File: config.mk
export PLATFORM = sky130hd
export DESIGN_NAME = mem_arbiter
export DESIGN_NICKNAME = d
export VERILOG_FILES = /design/src/rtl/mem_arb_pkg.sv /design/src/rtl/mem_arbiter_rr_pick2.sv /design/src/rtl/mem_arbiter.sv
export SDC_FILE = /design/constraint.sdc
export NUM_CORES = 1
export LEC_CHECK = 0
export ABC_AREA = 1
export CAP_MARGIN = 20
export CORE_MARGIN = 10
export CORE_UTILIZATION = 35
export CTS_BUF_LIST = sky130_fd_sc_hd__clkbuf_8
export CTS_CLUSTER_DIAMETER = 120
export DETAILED_ROUTE_END_ITERATION = 16
export PLACE_DENSITY = 0.75
export SLEW_MARGIN = 20
export SYNTH_ARGS = -nofsm -noshare
export SYNTH_HDL_FRONTEND = slang
export SYNTH_SLANG_ARGS = --single-unit
File: constraint.sdc
create_clock -name clk -period 1.5 [get_ports clk]
set_input_delay 0.3 -clock clk [delete_from_list [all_inputs] [get_ports clk]]
set_output_delay 0.3 -clock clk [all_outputs]
set_load 0.01 [all_outputs]
File: src/rtl/mem_arb_pkg.sv
// Shared types and defaults for the memory arbiter.
// Imported by the arbiter, its picker and benches.
package mem_arb_pkg;

  localparam int ADDR_W_DEF  = 12;
  localparam int DATA_W_DEF  = 32;
  localparam int TIMEOUT_DEF = 15;

  typedef enum logic [1:0] {
    IDLE,
    ISSUE,
    RESP
  } state_t;

  typedef enum logic {
    PORT_I = 1'b0,
    PORT_D = 1'b1
  } port_t;

endpackage

File: src/rtl/mem_arbiter_rr_pick2.sv
// Two-way round-robin picker.
// Bit 0 / bit 1 are the two requesters; last names the previous winner.
module rr_pick2 (
  input  logic [1:0] req,
  input  logic       last,
  output logic [1:0] grant
);

  // Lone requester wins; on a tie the one not granted last wins.
  always_comb begin
    grant = 2'b00;
    unique case (1'b1)
      (req == 2'b11): grant = last ? 2'b01 : 2'b10;
      (req == 2'b01): grant = 2'b01;
      (req == 2'b10): grant = 2'b10;
      default:        grant = 2'b00;
    endcase
  end

endmodule

File: src/rtl/mem_arbiter.sv
// Fetch/data arbiter and sequencer for single-ported main memory.
// Registered outputs, round-robin grant, watchdog abort.
module mem_arbiter
  import mem_arb_pkg::*;
#(
  parameter int ADDR_W  = ADDR_W_DEF,
  parameter int DATA_W  = DATA_W_DEF,
  parameter int TIMEOUT = TIMEOUT_DEF
) (
  input  logic              clk,
  input  logic              reset,
  input  logic              i_req,
  input  logic [ADDR_W-1:0] i_addr,
  output logic              i_ack,
  output logic [DATA_W-1:0] i_rdata,
  input  logic              d_req,
  input  logic              d_we,
  input  logic [ADDR_W-1:0] d_addr,
  input  logic [DATA_W-1:0] d_wdata,
  output logic              d_ack,
  output logic [DATA_W-1:0] d_rdata,
  output logic              err,
  output logic              busy,
  output logic [ADDR_W-1:0] m_addr,
  output logic [DATA_W-1:0] m_wdata,
  output logic              m_read,
  output logic              m_write,
  input  logic [DATA_W-1:0] m_rdata,
  input  logic              m_ready
);

  localparam int CNT_W = (TIMEOUT > 2) ? $clog2(TIMEOUT) : 1;
  localparam logic [CNT_W-1:0] CNT_MAX = CNT_W'(TIMEOUT - 1);

  state_t            state, state_n;
  port_t             owner, owner_n;
  port_t             last_grant, last_n;
  logic              we, we_n;
  logic [CNT_W-1:0]  cnt, cnt_n;
  logic [1:0]        grant;

  logic              i_ack_n, d_ack_n, err_n, busy_n;
  logic              m_read_n, m_write_n;
  logic [ADDR_W-1:0] m_addr_n;
  logic [DATA_W-1:0] m_wdata_n;
  logic [DATA_W-1:0] i_rdata_n, d_rdata_n;

  rr_pick2 u_pick (
    .req   ({d_req, i_req}),
    .last  (last_grant),
    .grant (grant)
  );

  // Next state plus next value of every registered output.
  always_comb begin
    state_n   = state;
    owner_n   = owner;
    last_n    = last_grant;
    we_n      = we;
    cnt_n     = cnt;
    m_addr_n  = m_addr;
    m_wdata_n = m_wdata;
    i_rdata_n = i_rdata;
    d_rdata_n = d_rdata;
    m_read_n  = 1'b0;
    m_write_n = 1'b0;
    i_ack_n   = 1'b0;
    d_ack_n   = 1'b0;
    err_n     = 1'b0;
    unique case (state)
      IDLE: begin
        if (|grant) begin
          state_n = ISSUE;
          cnt_n   = '0;
          if (grant[1]) begin
            owner_n   = PORT_D;
            we_n      = d_we;
            m_addr_n  = d_addr;
            m_wdata_n = d_wdata;
          end else begin
            owner_n   = PORT_I;
            we_n      = 1'b0;
            m_addr_n  = i_addr;
          end
          m_read_n  = ~we_n;
          m_write_n = we_n;
        end
      end
      ISSUE: begin
        if (m_ready) begin
          state_n = RESP;
          if (owner == PORT_D) begin
            d_ack_n = 1'b1;
            if (!we) d_rdata_n = m_rdata;
          end else begin
            i_ack_n   = 1'b1;
            i_rdata_n = m_rdata;
          end
        end else if (cnt == CNT_MAX) begin
          // Memory never answered: abort with zero read data.
          state_n = RESP;
          err_n   = 1'b1;
          if (owner == PORT_D) begin
            d_ack_n = 1'b1;
            if (!we) d_rdata_n = '0;
          end else begin
            i_ack_n   = 1'b1;
            i_rdata_n = '0;
          end
        end else begin
          cnt_n     = cnt + 1'b1;
          m_read_n  = ~we;
          m_write_n = we;
        end
      end
      RESP: begin
        last_n  = owner;
        state_n = IDLE;
      end
      default: state_n = IDLE;
    endcase
    busy_n = (state_n != IDLE);
  end

  // State and output registers; reset drops strobes and acks at once.
  always_ff @(posedge clk or negedge reset) begin
    if (!reset) begin
      state      <= IDLE;
      owner      <= PORT_I;
      last_grant <= PORT_I;
      we         <= 1'b0;
      cnt        <= '0;
      m_addr     <= '0;
      m_wdata    <= '0;
      m_read     <= 1'b0;
      m_write    <= 1'b0;
      i_rdata    <= '0;
      d_rdata    <= '0;
      i_ack      <= 1'b0;
      d_ack      <= 1'b0;
      err        <= 1'b0;
      busy       <= 1'b0;
    end else begin
      state      <= state_n;
      owner      <= owner_n;
      last_grant <= last_n;
      we         <= we_n;
      cnt        <= cnt_n;
      m_addr     <= m_addr_n;
      m_wdata    <= m_wdata_n;
      m_read     <= m_read_n;
      m_write    <= m_write_n;
      i_rdata    <= i_rdata_n;
      d_rdata    <= d_rdata_n;
      i_ack      <= i_ack_n;
      d_ack      <= d_ack_n;
      err        <= err_n;
      busy       <= busy_n;
    end
  end

endmodule

==> summary.txt, run 1 <==
Global routing
  – M2 GR Usage: 0.2355
  – Total gr overflow: 0
  – GRT Resource Usage Total: 0.1560
  – Vias in the first global route: 4699
  – Antenna violations before repair: 0
  – Largest net degree at the start of global routing: 66
  – Met3 usage: 0.08845
  – GRT Max-Usage Layer: met2
  – Grt met1 use: 0.1844
  – Global-route wire length before repair: 24960 um

Worst setup path
  – R2R depth: 8
  – Worst path arrival time: 1.14 ns
  – Worst reg2reg path endpoint: i_rdata[5]$_DFFE_PN0P_
  – Cells along the critical path: dlygate4sd2_1
  – Crit. End Element: output port
  – Startpoint types: flip-flop
  – R2R Setup Slk: 0.07 ns
  – FF-to-FF Start: cnt[0]$_DFFE_PN0P_
  – Crit path buf inv count: 1
  – Slowest library cell on the worst path: dfrtp_1
  – CP top delay family: flip-flops
  – Critical Path Max Stage Delay: 0.40 ns
  – Crit-path max FO: 2
  – Critical path class: flip-flop to output port
  – Req. time, crit path: 1.20 ns

Final layout
  – Final Core Density: 0.5451
  – Seq. cell area: 3078 sq um
  – Area occupied by multi-input gates: 1735 sq um
  – Layout area overhead: 53.02%
  – Ratio of cells with drive above 1 in the final layout: 0.1259
  – Final net count: 885
  – Cell area after layout: 7923 sq um
  – Filler cells: 1333
  – Final Non-Filler Cells: 986
  – ANT cells: 0

Worst hold path
  – HP Start: m_ready
  – Hold Path Sink: err$_DFF_PN0_
  – Hold path cells: 2
  – Class of the worst hold path: input port to flip-flop

Synthesis
  – Synth Area per Inst: 9.131 sq um
  – Unique cell type count in the Yosys netlist: 28
  – Sequential share of the synthesized area: 0.5945
  – Cell count after synthesis: 567
  – Synth area leader: dfrtp_1
  – Total of warnings raised by yosys: 0
  – Syn_nets: 663
  – Synth top area share: 0.5945
  – Most area-consuming cells after synthesis: dfrtp_1 (59%), nand2_1 (15%), nand4_1 (4.0%)
  – Mapped Area: 5177 sq um
  – Yosys reg bits: 123

Detailed routing
  – Vias per inst: 4.697
  – Final ANT Viol Nets: 0
  – DRC: 0
  – WL per Instance: 16.39 um
  – Drt initial violations: 279
  – TritonRoute pass-1 iters: 4
  – Routed wire length: 16160 um
  – Vias: 4631

STA
  – Fin crit share: 0.9592
  – Fmax: 695.0 MHz
  – Skew final: 0.01215 ns
  – Worst-margin pin slew: 0.3754 ns
  – Relative slew slack: 0.7497
  – Setup TNS: 0 ns
  – Endpoints failing setup: 0
  – Post-layout min period: 1.439 ns
  – RSZ-0062 raised after global routing: true
  – Hold Fails Final Rpt: 0
  – Fin. max-slew vios: 0
  – PnR worst setup slack: 0.06118 ns

Power
  – VDD IR max: 0.8934 mV
  – Reg power frac: 0.379
  – Pint: 8.895 mW
  – Switch Pwr: 5.658 mW
  – Switching part of the total power: 0.3888
  – Clock power frac: 0.190
  – Combinational power share: 0.431
  – Power per cell area: 1837 nW/um^2
  – Pleak: 4.147 nW

Clocking
  – CTS sink count: 123
  – H-tree depth: 4
  – Max Buffers Root-to-Sink: 2
  – CTS Buf Count: 17
  – Root buffer cell: clkbuf_8
  – Reg clk slew, reported paths: 0.07 ns
  – Clock Latency Late Sink: 0.45 ns
  – CTS tree: built

Placement
  – Port Buffers: 207
  – Dpl cell area: 7556 sq um
  – Post-DP HPWL: 11280 um
  – Placed cell count: 947
  – Pre-CTS setup slack: -0.1224 ns
  – Placer Congestion: 0.8003

Floorplanning
  – Ports: 208
  – Starting Density: 0.3562
  – Die W: 141.6 um
  – Die area: 20060 sq um
  – Core box area: 14530 sq um
  – # rows: 44
  – Vert. Die Dim: 141.6 um

Run status
  – Status: finished clean

Flow run
  – Maxcap violations: 0
[metal layers]
metal  up-vias  share of wire
li1       2269              -
met2       182           0.46
met1      2170           0.41
met3        10           0.11
met5         -              0
met4         0         0.0085
[stage by stage]
stage | power (mW) | hold WS, ns
after floorplan | 8.547 | 0.004409
after global placement | 12.53 | 0.1478
after detailed placement | 12.69 | 0.1494
after CTS | 14.55 | 0.06977
after global routing | 15.68 | 0.07186
final | 14.55 | 0.1036
[cell usage in the layout (no fill, tap or decap), types with 18 or more instances in the layout]
cell type | Yosys | final
nand4_1 | 33 | 33
buf_4 | 1 | 19
nand2_1 | 209 | 207
dfrtp_1 | 123 | 123
clkbuf_8 | 0 | 18
o21ai_0 | 36 | 36
dlygate4sd2_1 | 0 | 106
clkdlybuf4s50_1 | 0 | 91
o21ai_2 | 21 | 23
inv_1 | 52 | 52
[cell usage after synthesis (all sizes together)]
master	instances
o21ai	69
inv	54
a31oi	1
a21oi	2
nand2	211
nor3	1
clkbuf	12
o211ai	10
nand3	13
dfrtp	123
o22ai	1
buf	23
nor2	9
or2	1
o21a	2
nand4	33
ha	2
[sequential cells by signal (all words and copies together), names as in the netlist]
name and flops:
i_ack 1, we 1, err 1, owner 1, state 2, d_ack 1, cnt 4, last_grant 1
m_write 1, busy 1, m_addr 12, d_rdata 32, m_wdata 32, m_read 1, i_rdata 32
[area by class of cell]
type,instances,area share
tap,184,0.02906
sequential,123,0.3885
timing repair buffer,238,0.2909
multi-input combinational,355,0.2190
inverter,54,0.02558
clock inverter,14,0.01563
clock buffer,18,0.03127
[power groups by stage]
| stage | Clock (mW) | Sequential (mW) | Combinational (mW) |
|---|---|---|---|
| floorplan | 0 | 6.17 | 2.38 |
| global placement | 0 | 5.56 | 6.97 |
| detailed placement | 0 | 5.59 | 7.10 |
| CTS | 2.85 | 5.52 | 6.18 |
| global route | 3.00 | 5.69 | 6.99 |
| finish | 2.77 | 5.51 | 6.27 |
[timing repair]
| item | in CTS | in global routing |
|---|---|---|
| buffers inserted | 0 | 2 |
| gates resized for setup | 115 | 16 |
| endpoints found under the setup margin | 114 | 40 |
| cloned | 0 | 4 |
| hold buffers | 1 | 0 |
| hold endpoints to repair | 123 | 0 |
[how the worst max path moves through the flow]
stage,start,endpoint,slack [ns],depth (start not counted)
global placement,i_req,m_wdata[0]$_DFFE_PN0P_,-0.07,6
CTS,m_wdata[0]$_DFFE_PN0P_,m_wdata[0],0.00005,1
floorplan,cnt[0]$_DFFE_PN0P_,i_rdata[10]$_DFFE_PN0P_,0.15,9
detailed placement,i_req,m_wdata[2]$_DFFE_PN0P_,-0.12,6
global route,cnt[0]$_DFFE_PN0P_,i_rdata[27]$_DFFE_PN0P_,-0.006,8
finish,i_rdata[5]$_DFFE_PN0P_,i_rdata[5],0.06,1
[cell families after synthesis]
family | count (synthesis) | share of synthesized area
buffers and inverters | 89 | 0.07806
adders and majority gates | 2 | 0.004832
DFF | 123 | 0.5945
and+or+nand+nor | 268 | 0.2189
AOI/OAI and AO/OA | 85 | 0.1037
No activity file was read; power rests on OpenSTA's default activity.
==> run 2: changes to the inputs <==
SKIP_LAST_GASP = 1   (was not set)
==> summary.txt, run 2 (synthesis results as in run 1) <==
Clocking
  – Reg clk slew, reported paths: 0.07 ns (about the same)
  – Clock Latency Late Sink: 0.45 ns (about the same)
  – Root buffer cell: clkbuf_8
  – H-tree depth: 4 (unchanged)
  – CTS Buf Count: 17 (unchanged)
  – Max Buffers Root-to-Sink: 2 (unchanged)
  – CTS tree: built
  – CTS sink count: 123 (unchanged)

Worst setup path
  – Critical path class: flip-flop to flip-flop
  – Crit. End Element: flip-flop
  – Worst reg2reg path endpoint: i_rdata[0]$_DFFE_PN0P_
  – Cells along the critical path: inv_1 > ha_2 > nand3_4 > nand2_4 > nand3_4 > buf_12 > nand2_1 > o21ai_2
  – Req. time, crit path: 1.83 ns (+0.63 ns)
  – R2R depth: 8 (unchanged)
  – Critical Path Max Stage Delay: 0.38 ns (-0.02 ns)
  – Crit-path max FO: 17 (+15)
  – Startpoint types: flip-flop
  – FF-to-FF Start: cnt[0]$_DFFE_PN0P_
  – CP top delay family: simple AND/OR/NAND/NOR gates
  – Worst path arrival time: 1.78 ns (+0.64 ns)
  – CP most frequent cell: nand3_4
  – Crit path buf inv count: 2 (+1)
  – Slowest library cell on the worst path: dfrtp_1
  – R2R Setup Slk: 0.06 ns (about the same)

Global routing
  – Largest net degree at the start of global routing: 66 (unchanged)
  – Vias in the first global route: 4699 (unchanged)
  – Total gr overflow: 0 (unchanged)
  – GRT Resource Usage Total: 0.1560 (unchanged)
  – Global-route wire length before repair: 24960 um (unchanged)
  – Antenna violations before repair: 0 (unchanged)

Final layout
  – Ratio of cells with drive above 1 in the final layout: 0.1209 (-0.004988)
  – Largest registers: d_rdata (32), i_rdata (32), m_wdata (32)
  – Layout area overhead: 52.78%
  – ANT cells: 0 (unchanged)
  – Commonest non-fill, non-tap cells in the layout: nand2_1 (209), dfrtp_1 (123), dlygate4sd2_1 (106)
  – Filler cells: 1333 (unchanged)
  – Final Non-Filler Cells: 986 (unchanged)
  – Final net count: 885 (unchanged)
  – Commonest non-fill, non-tap cell in the layout: nand2_1

STA
  – PnR worst setup slack: 0.05908 ns (-0.002098 ns)
  – Fmax: 694.0 MHz (-0.15%)
  – Fin crit share: 0.9606 (+0.001399)
  – Setup TNS: 0 ns (unchanged)
  – Worst-margin pin slew: 0.3812 ns (+0.005781 ns)
  – RSZ-0062 raised after global routing: true
  – Endpoints failing setup: 0 (unchanged)
  – Final hold slack: 0.1024 ns (-0.001195 ns)
  – Hold Fails Final Rpt: 0 (unchanged)
  – Skew final: 0.01045 ns (-0.001700 ns)
  – Post-layout min period: 1.441 ns (+0.002098 ns)
  – Fin. max-slew vios: 0 (unchanged)
  – Relative slew slack: 0.7458 (-0.003854)

Placement
  – Post-DP HPWL: 11280 um (unchanged)
  – Placed cell count: 947 (unchanged)
  – Port Buffers: 207 (unchanged)
  – Pre-CTS setup slack: -0.1224 ns (unchanged)
  – Placer Congestion: 0.8003 (unchanged)

Floorplanning
  – # rows: 44 (unchanged)
  – Die W: 141.6 um (unchanged)
  – Die area: 20060 sq um (unchanged)
  – Vert. Die Dim: 141.6 um (unchanged)
  – Starting Density: 0.3562 (unchanged)
  – Ports: 208 (unchanged)
  – Core box area: 14530 sq um (unchanged)

Flow run
  – Maxcap violations: 0 (unchanged)

Power
  – VDD IR max: 0.8930 mV (about the same)
  – Power per cell area: 1837 nW/um^2 (about the same)
  – Pleak: 4.143 nW (about the same)
  – Final Total Pwr: 14.53 mW (-0.15%)

Detailed routing
  – Vias per inst: 4.711 (+0.30%)
  – WL per Instance: 16.40 um (about the same)
  – TritonRoute pass-1 iters: 4 (unchanged)
  – Vias: 4645 (+0.30%)
  – Final ANT Viol Nets: 0 (unchanged)
  – Drt initial violations: 258 (-7.5%)
  – DRC: 0 (unchanged)
  – Routed wire length: 16170 um (about the same)

Run status
  – Status: finished clean

Worst hold path
  – HP Start: m_ready
  – Class of the worst hold path: input port to flip-flop
  – Hold Path Sink: err$_DFF_PN0_
  – Hold path cells: 2 (unchanged)
==> run 2: worst max path at each step <==
stage                                        from                      end  slack (ns)  cells past startpoint
final                          cnt[0]$_DFFE_PN0P_   i_rdata[0]$_DFFE_PN0P_        0.06                      8
after global routing           cnt[0]$_DFFE_PN0P_  i_rdata[28]$_DFFE_PN0P_       -0.02                      7
after CTS                 d_rdata[20]$_DFFE_PN0P_              d_rdata[20]       -0.02                      1
after detailed placement                    i_req   m_wdata[2]$_DFFE_PN0P_       -0.12                      6
after global placement                      i_req   m_wdata[0]$_DFFE_PN0P_       -0.07                      6
after floorplan                cnt[0]$_DFFE_PN0P_  i_rdata[10]$_DFFE_PN0P_        0.15                      9
==> run 2: what timing repair did <==
item                                    in CTS  in global routing
resized for setup                          114                 13
hold buffers                                 1                  0
endpoints found under the hold margin      123                  0
gates cloned                                 0                  4
buffers inserted                             0                  2
endpoints found under the setup margin     114                 40
==> run 2: layer usage <==
metal,global-route usage,share of wire
met1,0.1844,0.41
met2,0.2355,0.46
met3,0.08845,0.12
met4,0.04734,0.0094
met5,0,0
==> run 2: report_power, final <==
group,total (mW),switching (mW),internal [mW]
Clock,2.77,1.42,1.35
Sequential,5.51,0.763,4.74
Combinational,6.26,3.46,2.79
Total,14.5,5.65,8.88
==> run 2: per-stage QoR <==
stage / util / area [sq um]
6_report: 0.5442 / 7910
4_1_cts: 0.5363 / 7795
3_3_place_gp: 0.5199 / 7556
2_1_floorplan: - / 5177
3_5_place_dp: 0.5199 / 7556
5_1_grt: 0.5442 / 7910
==> run 2: final cells by class <==
class	instances	area [sq um]	share of cell area
clock buffer	18	247.7	0.03132
clock inverter	14	123.9	0.01566
inverter	54	202.7	0.02562
multi-input combinational	355	1723	0.2178
sequential	123	3078	0.3891
tap	184	230.2	0.02910
timing repair buffer	238	2305	0.2914
==> run 2: worst register-to-register path, stage by stage (launching register included) <==
cell and delay (ns):
dfrtp_1 0.38, inv_1 0.06, ha_2 0.19, nand3_4 0.10, nand2_4 0.09, nand3_4 0.15, buf_12 0.21, nand2_1 0.09
o21ai_2 0.06
